**src/rtl/serial3w_pkg.sv**
```systemverilog
// Shared types and command-byte field positions for the 3-wire serial responder.
package serial3w_pkg;

  typedef enum logic [2:0] {
    StIdle,
    StCmd,
    StWdata,
    StRdata,
    StHold
  } state_e;

  localparam int unsigned CMD_VALID_BIT = 7;
  localparam int unsigned CMD_RAM_BIT   = 6;
  localparam int unsigned CMD_RW_BIT    = 0;

  localparam logic [2:0]  WP_REG = 3'd7;
  localparam int unsigned WP_BIT = 7;

endpackage

```
**src/rtl/serial3w_sync_edge.sv**
```systemverilog
// Synchronizes the asynchronous bus pins to clk and derives one-cycle sclk edge pulses.
module serial3w_sync_edge #(
  parameter int unsigned SYNC_STAGES = 2
) (
  input  logic clk,
  input  logic rst,
  input  logic sclk,
  input  logic ce,
  input  logic data_in,
  output logic sclk_rise,
  output logic sclk_fall,
  output logic ce_s,
  output logic din_s
);

  logic [SYNC_STAGES-1:0] sclk_sync_q, ce_sync_q, din_sync_q;
  logic                   sclk_prev_q;

  always_ff @(posedge clk or negedge rst) begin
    if (!rst) begin
      sclk_sync_q <= '0;
      ce_sync_q   <= '0;
      din_sync_q  <= '0;
      sclk_prev_q <= 1'b0;
    end else begin
      sclk_sync_q <= {sclk_sync_q[SYNC_STAGES-2:0], sclk};
      ce_sync_q   <= {ce_sync_q[SYNC_STAGES-2:0], ce};
      din_sync_q  <= {din_sync_q[SYNC_STAGES-2:0], data_in};
      sclk_prev_q <= sclk_sync_q[SYNC_STAGES-1];
    end
  end

  // data travels through the same depth as sclk so it is aligned with the rise pulse
  always_comb begin
    sclk_rise = sclk_sync_q[SYNC_STAGES-1] & ~sclk_prev_q;
    sclk_fall = ~sclk_sync_q[SYNC_STAGES-1] & sclk_prev_q;
    ce_s      = ce_sync_q[SYNC_STAGES-1];
    din_s     = din_sync_q[SYNC_STAGES-1];
  end

endmodule

```
**src/rtl/serial3w_responder.sv**
```systemverilog
// Device-side responder for the 3-wire serial bus: command decode, 8-byte register
// file with write protect, single-byte write capture and LSB-first read shift-out.
module serial3w_responder
  import serial3w_pkg::*;
#(
  parameter int unsigned NUM_REGS    = 8,
  parameter int unsigned SYNC_STAGES = 2
) (
  input  logic       clk,
  input  logic       rst,
  input  logic       sclk,
  input  logic       ce,
  input  logic       data_in,
  output logic       data_out,
  output logic       data_oe,
  input  logic [2:0] dbg_addr,
  output logic [7:0] dbg_data,
  output logic       wr_strobe,
  output logic [2:0] wr_addr,
  output logic [7:0] wr_data,
  output logic       cmd_err
);

  logic sclk_rise, sclk_fall, ce_s, din_s;

  serial3w_sync_edge #(
    .SYNC_STAGES(SYNC_STAGES)
  ) u_sync (
    .clk      (clk),
    .rst      (rst),
    .sclk     (sclk),
    .ce       (ce),
    .data_in  (data_in),
    .sclk_rise(sclk_rise),
    .sclk_fall(sclk_fall),
    .ce_s     (ce_s),
    .din_s    (din_s)
  );

  state_e     state_q, state_d;
  logic [3:0] cnt_q, cnt_d;
  logic [7:0] shift_q, shift_d;
  logic [2:0] addr_q, addr_d;
  logic       ok_q, ok_d;
  logic       commit_q, commit_d;
  logic [2:0] waddr_q, waddr_d;
  logic [7:0] wbyte_q, wbyte_d;
  logic       cmd_err_q, cmd_err_d;
  logic       dout_q, dout_d;
  logic       doe_q, doe_d;
  logic [7:0] regs_q [NUM_REGS];

  logic [7:0] full_byte;
  logic       in_range;

  always_ff @(posedge clk or negedge rst) begin
    if (!rst) begin
      state_q   <= StIdle;
      cnt_q     <= '0;
      shift_q   <= '0;
      addr_q    <= '0;
      ok_q      <= 1'b0;
      commit_q  <= 1'b0;
      waddr_q   <= '0;
      wbyte_q   <= '0;
      cmd_err_q <= 1'b0;
      dout_q    <= 1'b0;
      doe_q     <= 1'b0;
      for (int i = 0; i < NUM_REGS; i++) regs_q[i] <= '0;
    end else begin
      state_q   <= state_d;
      cnt_q     <= cnt_d;
      shift_q   <= shift_d;
      addr_q    <= addr_d;
      ok_q      <= ok_d;
      commit_q  <= commit_d;
      waddr_q   <= waddr_d;
      wbyte_q   <= wbyte_d;
      cmd_err_q <= cmd_err_d;
      dout_q    <= dout_d;
      doe_q     <= doe_d;
      if (commit_q) regs_q[waddr_q] <= wbyte_q;
    end
  end

  always_comb begin
    state_d   = state_q;
    cnt_d     = cnt_q;
    shift_d   = shift_q;
    addr_d    = addr_q;
    ok_d      = ok_q;
    commit_d  = 1'b0;
    waddr_d   = waddr_q;
    wbyte_d   = wbyte_q;
    cmd_err_d = 1'b0;
    dout_d    = dout_q;
    doe_d     = doe_q;
    // byte as it stands once the current (8th) bit is merged in
    full_byte = {din_s, shift_q[6:0]};
    in_range  = !full_byte[CMD_RAM_BIT] && (32'(full_byte[5:1]) < NUM_REGS);

    unique case (state_q)
      StIdle: begin
        doe_d = 1'b0;
        if (ce_s) begin
          state_d = StCmd;
          cnt_d   = '0;
          shift_d = '0;
        end
      end
      StCmd: begin
        if (sclk_rise) begin
          shift_d[cnt_q[2:0]] = din_s;
          cnt_d               = cnt_q + 4'd1;
          if (cnt_q == 4'd7) begin
            cnt_d   = '0;
            shift_d = '0;
            if (!full_byte[CMD_VALID_BIT]) begin
              cmd_err_d = 1'b1;
              state_d   = StHold;
            end else begin
              addr_d = full_byte[3:1];
              ok_d   = in_range;
              if (full_byte[CMD_RW_BIT]) begin
                state_d = StRdata;
                shift_d = in_range ? regs_q[full_byte[3:1]] : 8'h00;
              end else begin
                state_d = StWdata;
              end
            end
          end
        end
      end
      StWdata: begin
        if (sclk_rise) begin
          shift_d[cnt_q[2:0]] = din_s;
          cnt_d               = cnt_q + 4'd1;
          if (cnt_q == 4'd7) begin
            cnt_d   = '0;
            state_d = StHold;
            // register 7 stays writable so the protect bit can always be cleared
            if (ok_q && (!regs_q[WP_REG][WP_BIT] || addr_q == WP_REG)) begin
              commit_d = 1'b1;
              waddr_d  = addr_q;
              wbyte_d  = full_byte;
            end
          end
        end
      end
      StRdata: begin
        if (sclk_fall) begin
          if (!cnt_q[3]) begin
            doe_d   = 1'b1;
            dout_d  = shift_q[0];
            shift_d = {1'b0, shift_q[7:1]};
            cnt_d   = cnt_q + 4'd1;
          end else begin
            doe_d   = 1'b0;
            cnt_d   = '0;
            state_d = StHold;
          end
        end
      end
      StHold: begin
        doe_d = 1'b0;
      end
      default: begin
        state_d = StIdle;
      end
    endcase

    // a pending commit is left alone: its 8th rise was already seen
    if (!ce_s) begin
      state_d = StIdle;
      cnt_d   = '0;
      doe_d   = 1'b0;
    end
  end

  always_comb begin
    data_out  = dout_q;
    data_oe   = doe_q;
    wr_strobe = commit_q;
    wr_addr   = waddr_q;
    wr_data   = wbyte_q;
    cmd_err   = cmd_err_q;
    dbg_data  = regs_q[dbg_addr];
  end

endmodule

```
**config.mk**
```make
export PLATFORM = sky130hd
export DESIGN_NAME = serial3w_responder
export DESIGN_NICKNAME = d
export VERILOG_FILES = /design/src/rtl/serial3w_pkg.sv /design/src/rtl/serial3w_sync_edge.sv /design/src/rtl/serial3w_responder.sv
export SDC_FILE = /design/constraint.sdc
export NUM_CORES = 1
export LEC_CHECK = 0
export CORE_ASPECT_RATIO = 0.75
export CORE_MARGIN = 1.5
export CORE_UTILIZATION = 35
export DETAILED_ROUTE_END_ITERATION = 10
export GPL_TIMING_DRIVEN = 0
export HOLD_SLACK_MARGIN = 0.03
export PLACE_DENSITY = 0.49
export RECOVER_POWER = 100
export SLEW_MARGIN = 15
export SYNTH_ARGS = -nofsm -noshare
export SYNTH_HDL_FRONTEND = slang
export SYNTH_SLANG_ARGS = --single-unit
```
**constraint.sdc**
```tcl
create_clock -name clk -period 2.59 [get_ports clk]
set_clock_uncertainty 0.15 [all_clocks]
set_input_delay 0.259 -clock clk [delete_from_list [all_inputs] [get_ports clk]]
set_output_delay 0.259 -clock clk [all_outputs]
set_load 0.01 [all_outputs]
```
==> results.md, run 1 <==
- Outcome: finished, final reports clean
- Cell area reported after detailed placement: 6130 sq um
- Area delta synth->final: 14.2%
- Core outline area: 15400 sq um
- Number of buffers added by the clock tree synthesis step: 9
- Worst-path clk slew: 70 ps
- Mapped Avg Cell Area: 13.5 sq um
- TNS Setup: 0 ps
- Most Used Layer, Global Route: met1
- Per-cell routed wire length: 20.8 microns
- Count of maximum capacitance violations: 0
- Main area contributors after synthesis: sky130_fd_sc_hd__dfrtp_1, sky130_fd_sc_hd__mux2_2, sky130_fd_sc_hd__mux4_2
- Setup repair after global routing missed its margin: false
- Leakage component of the power: 2.86 nW
- Area share of the largest cell type after synthesis: 0.471
- Class of the most critical hold timing path: flop to flop
- Count of flip-flops with a built-in enable after synthesis: 0
- Cell area after technology mapping: 5580 sq um
- Clock tree from TritonCTS: yes
- Post-Synth XOR/XNOR Area: 0.00157
- Standard cell with the maximum stage delay on the critical path: sky130_fd_sc_hd__clkdlybuf4s50_1
- Met2 track demand over resource: 0.253
- Worst-case vdd ir drop: 275 uV
- Most frequently used flop master after synthesis: sky130_fd_sc_hd__dfrtp_1
- Count of final hold-check violations: 0
- Detailed Route WL: 13800 microns
- Ratio of cells with drive above 1 in the final layout: 0.325
- Clock latency at the later pin of the worst-skew pair: 350 ps
- Final net count: 463
- Critical Path RT: 2180 ps
- First-pass GRT wire length: 22300 microns
- Total internal power: 0.00250 W
- Number of remaining DRC errors: 0
- Number of antenna violations at the first check in global routing: 0
- Final critical-path share of the clock period: 0.945
- Sequential element share of the synthesized area: 0.471
- Sequential group share of total power: 0.492
- Transition time at the pin with the least slew margin: 1030 ps
- Share of power burned in combinational logic: 0.125
- Period minus WS final: 2450 ps
- Multiplexer fraction of the synthesized cell area: 0.324
- Row count: 39
- Post-route cell area: 6370 sq um
- Number of buffers inserted to repair setup after CTS: 0
- Placer Congestion: 0.768
- Buffer levels on the longest clock path: 2
- Count of boundary I/O pins: 31
- Total global routing track utilization: 0.179
- Worst hold-check slack: 202 ps
- Adder and majority gate portion of the synthesized area: 0.00449
- Mapped Nets: 423
- Post-layout total power: 0.00345 W
- Switching part of the total: 0.275
- Seq cells post-synth: 105
- Total grt overflow: 0
- Power density normalized to cell area: 542 nW/um^2
- Floorplan die width: 149 microns
- Yosys synthesis warning count: 0
- Fill cell count: 1475
- Dominant combinational cell family by area after synthesis: multiplexers
- Diodes inserted: 0
- Clk pwr share: 0.383
- Worst endpoint data arrival time: 2040 ps
- Clock net sink count: 105
- Number of slew-limit violations in the final report: 0
- Switching power: 0.000947 W
- Drt via density: 5.42
- Most frequently used cell type in the post-synthesis netlist: sky130_fd_sc_hd__dfrtp_1
- Synth Area in Compound Gates: 0.0529
- Post-route ant nets: 0
- Most area-hungry cell type in the Yosys netlist: sky130_fd_sc_hd__dfrtp_1
- CP Capture Type: output pin
- Share of flip-flops with an asynchronous set or reset: 1.00
- Largest stage delay on the critical path: 500 ps
- Distinct cell type count after synthesis: 61
- Peak fanout along the critical path: 4
- Most frequent cells after synthesis: sky130_fd_sc_hd__dfrtp_1, sky130_fd_sc_hd__mux2_2, sky130_fd_sc_hd__nand2_1
- Starting Density: 0.362
- Port bufs: 27
- Largest net degree at the start of global routing: 70
- Via count of the routed design: 3581
- Worst-path cell chain: mux4_2 > mux2_2 > clkdlybuf4s50_1
- Area enclosed by the die boundary: 16700 sq um
- Met1 Track Usage GR: 0.273
- Die height: 112 microns
- Met3 Usage GRT: 0.0435
- Type of the worst setup path: flop to output pin
- Top achievable clock speed: 409 MHz
- First DRT Iteration DRCs: 254
- Detailed Place HPWL: 9310 microns
- Share of synthesized cell area in and, or, nand and nor gates: 0.115
- Root buffer cell: sky130_fd_sc_hd__clkbuf_16
- Rel. slew slack: 0.309
- Detailed-routing iteration count for the pre-antenna-repair pass: 4
- CTS H-tree depth: 3
- Final setup fails: 0
- Vias in the first global route: 3708
- Post-synthesis cell count: 413
- Type of element launching the critical path: flop
==> final cells by class <==
class | count | area (sq um) | area share
tap | 205 | 256 | 0.0403
buffer | 26 | 153 | 0.0240
multi-input combinational | 278 | 2740 | 0.430
timing repair buffer | 29 | 303 | 0.0475
sequential | 105 | 2630 | 0.412
clock buffer | 10 | 239 | 0.0375
inverter | 4 | 15.0 | 0.00236
clock inverter | 4 | 35.0 | 0.00550
==> per-stage QoR <==
step,util,worst slack (ps),instances
after floorplan,-,684,413
final,0.413,142,661
after CTS,0.417,44.5,661
after global placement,0.396,-3230,645
after global routing,0.413,55.0,661
after detailed placement,0.398,-58.5,646
==> worst max-delay path: cells and delay by family, from the launching register on <==
family | cells | cell delay (ps)
buffers and inverters | 1 | 500
flip-flops | 1 | 410
multiplexers | 2 | 780
==> placed cells by master, fill, tap and decap left out, types with 4 or more instances in the layout <==
cell,instances
sky130_fd_sc_hd__clkbuf_1,9
sky130_fd_sc_hd__nand3_1,7
sky130_fd_sc_hd__dlygate4sd3_1,19
sky130_fd_sc_hd__mux2_2,74
sky130_fd_sc_hd__nand3b_1,5
sky130_fd_sc_hd__buf_2,8
sky130_fd_sc_hd__o221a_1,4
sky130_fd_sc_hd__clkbuf_16,9
sky130_fd_sc_hd__inv_6,4
sky130_fd_sc_hd__nand2b_1,5
sky130_fd_sc_hd__mux2i_1,18
sky130_fd_sc_hd__mux4_2,28
sky130_fd_sc_hd__o21ai_0,6
sky130_fd_sc_hd__clkdlybuf4s50_1,8
sky130_fd_sc_hd__inv_1,4
sky130_fd_sc_hd__dfrtp_1,105
sky130_fd_sc_hd__nor3_1,4
sky130_fd_sc_hd__mux2_1,5
sky130_fd_sc_hd__nand2_1,51
sky130_fd_sc_hd__mux4_1,4
sky130_fd_sc_hd__o21ai_1,7
sky130_fd_sc_hd__nor2_1,8
==> power by group through the flow <==
stage                     clock [W]  sequential [W]  combinational (W)
after floorplan                   0         0.00172           0.000325
after global placement            0         0.00173           0.000452
after detailed placement          0         0.00173           0.000457
after CTS                   0.00136         0.00170           0.000459
after global routing        0.00143         0.00170           0.000480
final                       0.00132         0.00170           0.000432
==> metal layers <==
layer | up-vias | part of all wire
li1 | 1635 | -
met4 | 0 | 0.014
met5 | - | 0
met1 | 1847 | 0.51
met3 | 15 | 0.053
met2 | 84 | 0.43
==> state kept, by name (all words and copies together) (netlist names), 2 cells and up <==
register	cells
addr_q	3
cnt_q	4
regs_q	64
shift_q	8
state_q	3
u_sync.ce_sync_q	2
u_sync.din_sync_q	2
u_sync.sclk_sync_q	2
wr_addr	3
wr_data	8
==> what timing repair did <==
action / CTS / global route
endpoints found under the hold margin: 36 / 0
setup endpoints to repair: 8 / 2
hold buffers: 1 / 0
resized for setup: 2 / 1
==> final timing paths <==
check / to / startpoint / slack [ps] / cells past startpoint
max: dbg_data[7] / regs_q[7] / 140 / 3
min: u_sync.sclk_sync_q[1] / u_sync.sclk_sync_q[0] / 200 / 0
max reg2reg: regs_q[45] / wr_addr[0] / 220 / 4
min reg2reg: u_sync.sclk_sync_q[1] / u_sync.sclk_sync_q[0] / 200 / 0
max in group asynchronous: regs_q[7] / rst / 950 / 3
min in group asynchronous: shift_q[5] / rst / 470 / 2
==> logic make-up after synthesis <==
family | after synthesis
AOI/OAI and AO/OA | 36
xor gates and xnor gates | 1
adders and majority gates | 2
DFF | 105
buffers and inverters | 30
and+or+nand+nor | 110
muxes | 129
No activity file was read; power rests on OpenSTA's default activity.
==> run 2, diff against run 1 <==
- CORE_MARGIN: 1.5 -> default
- SKIP_LAST_GASP: default -> 1
==> run 2 against run 1 <==
The run now ends with max-capacitance violations, max-slew violations left. Worst setup slack hardly changed. Sequential share of layout area is 0.29 points lower. Sequential cell count stayed put. Worst hold slack worse by 1.1 ps. Combinational power hardly changed. Sequential power hardly changed. Cell count is 0.30% higher. Critical path type unchanged. Highest routed layer unchanged.
==> results.md, run 2 (synthesized netlist as in run 1, its figures left out) <==
- Number of antenna violations at the first check in global routing: 0 (unchanged)
- First-pass GRT wire length: 22000 microns (-1.2%)
- Most common library cell in the layout ignoring fill and taps: sky130_fd_sc_hd__dfrtp_1
- Via count of the routed design: 3608 (+0.75%)
- Starting Density: 0.362 (unchanged)
- Drt via density: 5.44 (+0.45%)
- Area of the multi-input gates: 2740 sq um (-0.23%)
- Number of buffers added by the clock tree synthesis step: 9 (unchanged)
- Power density normalized to cell area: 566 nW/um^2 (+4.5%)
- Top reg by flops: regs_q
- Worst hold-check slack: 201 ps (-1.08 ps)
- Largest net degree at the start of global routing: 75 (+7.1%)
- Peak fanout along the critical path: 4 (unchanged)
- CP Capture Type: output pin
- Worst-case vdd ir drop: 369 uV (+34%)
- Total grt overflow: 0 (unchanged)
- Area enclosed by the die boundary: 16500 sq um (-1.6%)
- Switching part of the total: 0.272 (-0.00205)
- Setup repair after global routing missed its margin: false
- Wire length on met3: 482 microns (-34%)
- Detailed-routing iteration count for the pre-antenna-repair pass: 4 (unchanged)
- Critical Path RT: 2180 ps (about the same)
- CTS H-tree depth: 3 (unchanged)
- Total global routing track utilization: 0.181 (+0.00146)
- Total internal power: 0.00264 W (+5.6%)
- Register area: 2630 sq um (unchanged)
- Count of final hold-check violations: 0 (unchanged)
- Worst-path clk slew: 80 ps (about the same)
- Core outline area: 15400 sq um (unchanged)
- Vias in the first global route: 3704 (-0.11%)
- Sequential group share of total power: 0.467 (-0.025)
- Clock latency at the later pin of the worst-skew pair: 360 ps (about the same)
- Number of flip-flops in the largest register: 64 (unchanged)
- Area delta synth->final: 15.0%
- Worst endpoint data arrival time: 2040 ps (about the same)
- Placer Congestion: 0.750 (-2.3%)
- Type of the worst setup path: flop to output pin
- Rel. slew slack: -0.0516 (-0.360)
- Floorplan die width: 148 microns (-0.67%)
- Ratio of cells with drive above 1 in the final layout: 0.328 (+0.00295)
- Per-cell routed wire length: 20.7 microns (-0.39%)
- Outcome: complete, but fails checks
- Buffer levels on the longest clock path: 2 (unchanged)
- Final critical-path share of the clock period: 0.945 (about the same)
- Clock net sink count: 105 (unchanged)
- Clk pwr share: 0.413 (+0.030)
- Setup slack of the critical path after layout: 143 ps (+0.389 ps)
- Number of remaining DRC errors: 0 (unchanged)
- Transition time at the pin with the least slew margin: 1580 ps (+545 ps)
- Root buffer cell: sky130_fd_sc_hd__clkbuf_16
- Post-route ant nets: 0 (unchanged)
- Switching power: 0.000990 W (+4.5%)
- Diodes inserted: 0 (unchanged)
- Detailed Place HPWL: 9180 microns (-1.4%)
- Leakage component of the power: 2.90 nW (+1.2%)
- Met2 wire length: 6060 microns (+3.4%)
- Count of boundary I/O pins: 31 (unchanged)
- Number of slew-limit violations in the final report: 32 (+32)
- Class of the most critical hold timing path: flop to flop
- Post-route cell area: 6410 sq um (+0.71%)
- Final setup fails: 0 (unchanged)
- Commonest non-fill, non-tap cells in the layout: sky130_fd_sc_hd__dfrtp_1, sky130_fd_sc_hd__mux2_2, sky130_fd_sc_hd__nand2_1
- Post-Place Worst Slack: -75.9 ps (-17.4 ps)
- Share of power burned in combinational logic: 0.120 (-0.005)
- Port bufs: 27 (unchanged)
- Count of maximum capacitance violations: 1 (+1)
- Fill cell count: 1471 (-0.27%)
- Final net count: 463 (unchanged)
- Detailed Route WL: 13800 microns (about the same)
- Top achievable clock speed: 409 MHz (about the same)
- Number of buffers inserted to repair setup after CTS: 0 (unchanged)
- Sum of routed wire segments on met1: 7010 microns (+0.27%)
- Violations in the final reports: max-capacitance violations, max-slew violations
- Clock tree from TritonCTS: yes
- Row count: 39 (unchanged)
- Die height: 111 microns (-0.89%)
- Top layer reached by signal wires: met4
- Period minus WS final: 2450 ps (-0.389 ps)
- Cell area reported after detailed placement: 6130 sq um (unchanged)
- First DRT Iteration DRCs: 284 (+12%)
- Type of element launching the critical path: flop
-- run 2: changes by cell type in the layout (fill, tap and decap cells not counted), sizes merged --
cell and delta:
buf +1, bufinv +1, clkbuf -1, dlygate4sd2 +1
-- run 2: metrics by stage --
step | std cells | power (W) | setup TNS (ps) | util
final | 663 | 0.00363 | 0 | 0.416
after global routing | 663 | 0.00378 | 0 | 0.416
after CTS | 663 | 0.00370 | 0 | 0.420
after detailed placement | 646 | 0.00219 | -432 | 0.398
after global placement | 645 | 0.00218 | -336560 | 0.396
after floorplan | 413 | 0.00204 | 0 | -
-- run 2: layout make-up --
| type | count | share of cell area |
|---|---|---|
| Multi-Input combinational cell | 278 | 0.426 |
| Timing Repair Buffer | 29 | 0.0478 |
| Buffer | 26 | 0.0240 |
| Clock inverter | 5 | 0.0105 |
| Tap cell | 205 | 0.0400 |
| Inverter | 4 | 0.00234 |
| Clock buffer | 11 | 0.0394 |
| Sequential cell | 105 | 0.410 |
-- run 2: path summary, 6_finish.rpt --
check                                      startpoint  cells past startpoint  slack (ps)                     to
worst min-delay path            u_sync.sclk_sync_q[0]                      0         200  u_sync.sclk_sync_q[1]
worst max-delay path                        regs_q[7]                      3         140            dbg_data[7]
min in group asynchronous                         rst                      2         820               cnt_q[2]
worst min register to register  u_sync.sclk_sync_q[0]                      0         200  u_sync.sclk_sync_q[1]
max in group asynchronous                         rst                      3         410             regs_q[63]
worst max register to register             state_q[1]                      6         270             shift_q[3]
-- run 2: power groups by stage --
stage	sequential [W]	clock (W)	combinational, W
after detailed placement	0.00173	0	0.000459
after global routing	0.00170	0.00160	0.000476
final	0.00170	0.00150	0.000435
after CTS	0.00170	0.00154	0.000462
after floorplan	0.00172	0	0.000325
after global placement	0.00173	0	0.000450
-- run 2: critical path: stages (launching register included) --
cell and delay [ps]:
sky130_fd_sc_hd__dfrtp_1 420, sky130_fd_sc_hd__mux4_2 490, sky130_fd_sc_hd__mux2_2 300, sky130_fd_sc_hd__clkdlybuf4s50_1 480
-- run 2: per-layer routing --
layer  global-route usage  vias up
li1                     -     1633
met1                0.270     1888
met2                0.262       69
met3               0.0385       18
met4               0.0515        0
met5                    0        -
-- run 2: what timing repair did --
| action | 4_1_cts | 5_1_grt |
|---|---|---|
| gates resized for setup | 2 | 1 |
| hold buffers | 1 | 0 |
| endpoints found under the hold margin | 31 | 0 |
| setup endpoints to repair | 8 | 1 |
==> run 3, diff against run 2 <==
- DONT_BUFFER_PORTS: default -> 1
- PLACE_DENSITY: 0.49 -> 0.47
- TNS_END_PERCENT: default -> 50
==> run 3 against run 2 <==
The run ends with negative hold slack left. Sequential cell count stayed put. Non-clock buffer count shrank 26. Combinational power is 8.7% lower. Via count down 3.3%. Largest cell class unchanged.
==> results.md, run 3 (synthesized netlist as in run 1, its figures left out) <==
- Setup slack of the critical path after layout: 148 ps (+5.67 ps)
- Buffer levels on the longest clock path: 2 (unchanged)
- Via count of the routed design: 3488 (-3.3%)
- Per-cell routed wire length: 21.9 microns (+5.5%)
- Commonest non-fill, non-tap cells in the layout: sky130_fd_sc_hd__dfrtp_1, sky130_fd_sc_hd__mux2_2, sky130_fd_sc_hd__nand2_1
- Worst-path clk slew: 80 ps (about the same)
- Ratio of cells with drive above 1 in the final layout: 0.329 (+0.00119)
- Number of buffers added by the clock tree synthesis step: 9 (unchanged)
- Fill cell count: 1495 (+1.6%)
- Final critical-path share of the clock period: 0.943 (-0.00219)
- Clk pwr share: 0.400 (-0.013)
- Switching power: 0.000956 W (-3.4%)
- Type of the worst setup path: flop to flop
- Detailed Place HPWL: 9200 microns (+0.29%)
- Endpoint of the lowest-slack register-to-register path: regs_q[61]
- Final net count: 437 (-5.6%)
- Transition time at the pin with the least slew margin: 1090 ps (-488 ps)
- Peak fanout along the critical path: 8 (+4)
- Total global routing track utilization: 0.184 (+0.00333)
- Post-route ant nets: 0 (unchanged)
- Rel. slew slack: 0.270 (+0.321)
- Drt via density: 5.48 (+0.62%)
- Detailed-routing iteration count for the pre-antenna-repair pass: 4 (unchanged)
- Starting Density: 0.362 (unchanged)
- Outcome: complete, but fails checks
- Crit Reg-Reg Startpoint: wr_addr[0]
- First DRT Iteration DRCs: 156 (-45%)
- Share of power burned in combinational logic: 0.114 (-0.006)
- Clock tree from TritonCTS: yes
- Worst endpoint data arrival time: 2530 ps (+490 ps)
- Count of final hold-check violations: 105 (+105)
- Count of maximum capacitance violations: 0 (-1)
- Class of the most critical hold timing path: input port to async pin
- Post-layout total power: 0.00349 W (-3.8%)
- TNS Setup: 0 ps (unchanged)
- Sequential group share of total power: 0.486 (+0.019)
- Floorplan die width: 148 microns (unchanged)
- Period minus WS final: 2440 ps (-5.67 ps)
- Worst-case vdd ir drop: 285 uV (-23%)
- Final setup fails: 0 (unchanged)
- Die height: 111 microns (unchanged)
- Number of slew-limit violations in the final report: 0 (-100%)
- Diodes inserted: 0 (unchanged)
- Root buffer cell: sky130_fd_sc_hd__clkbuf_16
- Post-Place Worst Slack: 158 ps (+234 ps)
- Hold_buf cts: 3 (+2)
- Most common library cell in the layout ignoring fill and taps: sky130_fd_sc_hd__dfrtp_1
- Area delta synth->final: 9.76%
- Power density normalized to cell area: 571 nW/um^2 (+0.76%)
- Largest net degree at the start of global routing: 106 (+41%)
- Row count: 39 (unchanged)
- Area enclosed by the die boundary: 16500 sq um (unchanged)
- Number of flip-flops in the largest register: 64 (unchanged)
- CTS H-tree depth: 3 (unchanged)
- Violations in the final reports: negative hold slack
- Top achievable clock speed: 410 MHz (+0.23%)
- Path depth of the worst reg2reg path: 4 (-2)
- Vias in the first global route: 3610 (-2.5%)
- Switching part of the total: 0.274 (+0.00119)
- Worst hold-check slack: -551 ps (-752 ps)
- Top reg by flops: regs_q
- CP Capture Type: flop
- Leakage component of the power: 2.73 nW (-5.7%)
- Clock latency at the later pin of the worst-skew pair: 360 ps (about the same)
- Type of element launching the critical path: flop
- Count of boundary I/O pins: 31 (unchanged)
- Number of antenna violations at the first check in global routing: 0 (unchanged)
- Critical Path RT: 2680 ps (+500 ps)
- Internal reg-to-reg setup slack: 150 ps (-120 ps)
- Clock net sink count: 105 (unchanged)
- Total internal power: 0.00254 W (-4.0%)
- Total grt overflow: 0 (unchanged)
- Core outline area: 15400 sq um (unchanged)
- Detailed Route WL: 13900 microns (+1.3%)
- Placer Congestion: 0.752 (+0.23%)
- First-pass GRT wire length: 22200 microns (+0.78%)
- Port bufs: 0 (-100%)
- Setup repair after global routing missed its margin: false
- Number of remaining DRC errors: 0 (unchanged)
-- run 3: cell types whose count changed in the layout (fill, tap and decap cells not counted), sizes merged --
cell	before	now
buf	16	14
bufinv	1	0
clkbuf	22	23
clkdlybuf4s50	8	0
clkinv	0	2
clkinvlp	0	1
dlygate4sd2	1	0
dlygate4sd3	19	3
inv	8	6
-- run 3: per-stage QoR --
step	utilization	cells	area, sq um
5_1_grt	0.397	637	6120
4_1_cts	0.400	637	6170
2_1_floorplan	-	413	5580
3_5_place_dp	0.378	618	5840
3_3_place_gp	0.378	618	5840
6_report	0.397	637	6120
-- run 3: routing by layer --
layer / wire, microns / track usage / vias to the layer above
met3: 647 / 0.0426 / 8
met2: 6050 / 0.258 / 66
met5: 0 / 0 / -
met4: 126 / 0.0509 / 0
met1: 7110 / 0.282 / 1839
li1: - / - / 1575
-- run 3: worst max-delay path, stage by stage, from the launching register on --
cell and delay (ps):
sky130_fd_sc_hd__dfrtp_1 420, sky130_fd_sc_hd__clkbuf_1 180, sky130_fd_sc_hd__nand2b_1 280, sky130_fd_sc_hd__nor3_2 860, sky130_fd_sc_hd__mux2_2 420
-- run 3: power by group through the flow --
stage / logic (W) / clock network, W / registers, W
6_report: 0.000397 / 0.00140 / 0.00170
5_1_grt: 0.000431 / 0.00150 / 0.00170
4_1_cts: 0.000419 / 0.00144 / 0.00170
3_5_place_dp: 0.000414 / 0 / 0.00173
3_3_place_gp: 0.000414 / 0 / 0.00173
2_1_floorplan: 0.000325 / 0 / 0.00172
-- run 3: layout make-up --
cell class                      count  area (sq um)  share of cell area
Inverter                            4          15.0             0.00245
Tap cell                          205           256              0.0419
Buffer                             26           146              0.0239
Timing Repair Buffer                3          30.0             0.00490
Sequential cell                   105          2630               0.429
Clock buffer                       11           253              0.0413
Multi-Input combinational cell    278          2750               0.449
Clock inverter                      5          47.5             0.00776
-- run 3: repair_timing --
item                      4_1_cts  5_1_grt
resized for setup               0        0
buffers inserted                0        0
hold endpoints to repair      108      105
-- run 3: worst max path at each step --
stage                     start          end  slack (ps)
detailed placement   wr_addr[0]   regs_q[59]         160
floorplan           dbg_addr[0]  dbg_data[7]         680
global route         wr_addr[0]   regs_q[59]          20
CTS                  wr_addr[0]   regs_q[61]         130
global placement     wr_addr[0]   regs_q[57]         190
finish               wr_addr[0]   regs_q[61]         150
